**config.mk**
```make
export PLATFORM = sky130hd
export DESIGN_NAME = parity21_tree
export DESIGN_NICKNAME = d
export VERILOG_FILES = /design/src/rtl/parity21_pkg.sv /design/src/rtl/parity21_tree.sv
export SDC_FILE = /design/constraint.sdc
export NUM_CORES = 1
export LEC_CHECK = 0
export CAP_MARGIN = 20
export CELL_PAD_IN_SITES_DETAIL_PLACEMENT = 1
export CELL_PAD_IN_SITES_GLOBAL_PLACEMENT = 1
export CORE_AREA = 4 4 41 43
export DETAILED_ROUTE_END_ITERATION = 6
export DIE_AREA = 0 0 45 47
export MAX_ROUTING_LAYER = met4
export PLACE_DENSITY_LB_ADDON = 0.1
export SETUP_SLACK_MARGIN = 0.5
export SLEW_MARGIN = 20
export SYNTH_ARGS = -nofsm -noshare
export SYNTH_HDL_FRONTEND = slang
export SYNTH_SLANG_ARGS = --single-unit
```
**constraint.sdc**
```tcl
create_clock -name vclk -period 2.9
set_clock_uncertainty 0.15 [all_clocks]
set_input_delay 0.725 -clock vclk [all_inputs]
set_output_delay 0.725 -clock vclk [all_outputs]
set_load 0.05 [all_outputs]
```
**src/rtl/parity21_pkg.sv**
```systemverilog
// Shared widths and burst-alarm state encoding for the 21-bit parity checker.
package parity21_pkg;
    localparam int DATA_W = 20;
    localparam int CODE_W = 21;
    localparam int RUN_W  = 8;

    typedef enum logic [1:0] {
        ST_GOOD    = 2'd0,
        ST_SUSPECT = 2'd1,
        ST_ALARM   = 2'd2
    } burst_state_t;
endpackage

```
**src/rtl/parity21_tree.sv**
```systemverilog
// Combinational 21-bit XOR reduction; err is high when the word's parity
// disagrees with the selected sense (ODD=0 even, ODD=1 odd).
module parity21_tree
    import parity21_pkg::*;
#(
    parameter bit ODD = 1'b0
) (
    input  logic [CODE_W-1:0] code,
    output logic              err
);
    assign err = (^code) ^ ODD;
endmodule

```
==> run summary <==
Mapped Cells -> 19
CP dominant cell by count -> xnor2_1
Initial Util -> 13.8%
critical path cell sequence -> buf_6, xor2_2, xnor2_1, xnor2_1, xnor3_2, buf_8
core area -> 1300 µm²
CP Depth -> 6
largest net degree at the start of global routing -> 2
Peak Freq -> 357 MHz
TNS Setup -> 0 ns
worst path bufs/invs -> 2
Comb pwr share -> 100.0%
vias per cell -> 3.71
Vias -> 208
max incr delay on CP -> 0.46 ns
detailed-placement wirelength estimate -> 629 µm
sequential cells -> 0
clock buffer count -> 0
# nets final -> 64
Critical Path Sink -> err
Crit. Startpoint -> code[3]
Starting DRT DRC Count -> 0
Die Area -> 2120 µm²
final setup fails -> 0
Hold Crit Class -> in2out
Reg area -> 0 µm²
Die Span X -> 45 µm
Reg power frac -> 0%
grt total ovfl -> 0
worst hold margin -> 2.10 ns
n_diodes -> 0
WL/cell -> 11.9 µm
startpoint types -> input port
Slew HR -> 85.3%
DRC viols -> 0
sw power -> 0.102 mW
Pint -> 0.111 mW
Critical Path Fanout Max -> 1
io pins -> 22
Clk pwr share -> 0%
port bufs -> 22
maximum vdd drop -> 0.397 mV
postcts setup bufs -> 0
initial antenna violation count -> 0
Routed Antenna Nets -> 0
die height -> 47 µm
worst slew pin tran -> 0.219 ns
Synth Area per Inst -> 9.48 µm²
final hold vios -> 0
max-cap violations -> 0
slowest cell on the critical path -> xnor3_2
Yosys warning total -> 0
GPL Wtd Cong -> 0.619
DRT Pass-1 Iters -> 1
Synth cell types -> 3
leak pwr -> 0.198 nW
critical path class -> in2out
fin crit share -> 96.7%
placed insts -> 56
GRT Overall Usage -> 7.42%
number of global-route vias before repair -> 250
Req. time, crit path -> 2.03 ns
Final Max Slew Viols -> 0
dpl cell area -> 425 µm²
fin crit period -> 2.80 ns
first-pass GRT wire length -> 1.09 mm
synthesis-to-layout area growth -> 139%
Final Cell Area -> 430 µm²
# rows -> 13
Post-Syn Area -> 180 µm²
post-route insts no fill -> 56
outcome -> finished, final reports clean
syn_nets -> 40
sequential area share after synthesis -> 0%
Switching Share -> 47.8%
final core utilization -> 33.1%
Crit path max-delay family -> XOR/XNOR gates
Pwr per Cell Area -> 495 nW/µm²
fraction of layout cells with a size suffix above 1 -> 58.5%
Setup crit end kind -> output port
unrepaired setup endpoints after global routing -> true
Worst Path Arrival -> 1.93 ns
Post-Route WL -> 666 µm
[cell usage after synthesis]
cell / n / area share, %
xor2_1: 3 / 15
xnor3_1: 1 / 12
xnor2_1: 15 / 73
[timing repair]
action / 4_1_cts / 5_1_grt
endpoints found under the setup margin: 1 / 1
pin swaps: 19 / 5
gates resized for setup: 65 / 7
hold buffers: 0 / 0
gates cloned: 0 / 0
[placed cells by master (no fill, tap or decap), drive strengths merged]
| master | synthesis | final |
|---|---|---|
| clkbuf | 0 | 3 |
| dlygate4sd2 | 0 | 3 |
| clkdlybuf4s15 | 0 | 5 |
| buf | 0 | 11 |
| xnor3 | 1 | 1 |
| xnor2 | 15 | 15 |
| xor2 | 3 | 3 |
[logic make-up (layout without fill, tap and decap cells)]
logic type / count (synthesis) / after routing / synth area share (%)
XOR/XNOR: 19 / 19 / 100
buffers and inverters: 0 / 22 / 0
[worst min path at each step]
stage	start	endpoint	slack, ns	cells past startpoint
2_1_floorplan	code[18]	err	1.82	3
3_3_place_gp	code[18]	err	2.32	5
3_5_place_dp	code[18]	err	2.36	5
4_1_cts	code[19]	err	2.15	6
5_1_grt	code[19]	err	2.18	6
6_report	code[11]	err	2.10	6
[tightest hold or removal path, stage by stage]
cell and delay [ns]:
clkbuf_2 0.08, xor2_1 0.07, xnor2_1 0.17, xnor2_1 0.15, xnor3_2 0.18, buf_8 0.14
[layer usage]
metal | up-vias | track usage, % | share of wire (%)
met5 | - | - | 0
met4 | 0 | 0 | 0
met3 | 0 | 0 | 5.4
met2 | 12 | 17.5 | 67
met1 | 96 | 6.58 | 27
li1 | 100 | - | -
[final cells by class]
| type | count | area (µm²) |
|---|---|---|
| Timing Repair Buffer | 22 | 170 |
| Fill cell | 170 | 871 |
| Multi-Input combinational cell | 19 | 241 |
| Tap cell | 15 | 18.8 |
[power by group through the flow]
stage	logic, mW	registers, mW	clock network, mW
floorplan	0.128	0	0
global placement	0.184	0	0
detailed placement	0.191	0	0
CTS	0.213	0	0
global route	0.225	0	0
finish	0.213	0	0
[per-stage QoR]
step           power (mW)  setup slack (ns)
3_5_place_dp        0.191            -0.328
4_1_cts             0.213            0.0757
3_3_place_gp        0.184            -0.270
5_1_grt             0.225            0.0377
6_report            0.213            0.0970
2_1_floorplan       0.128             0.291
Note: power is estimated with default switching activity, not from simulation.
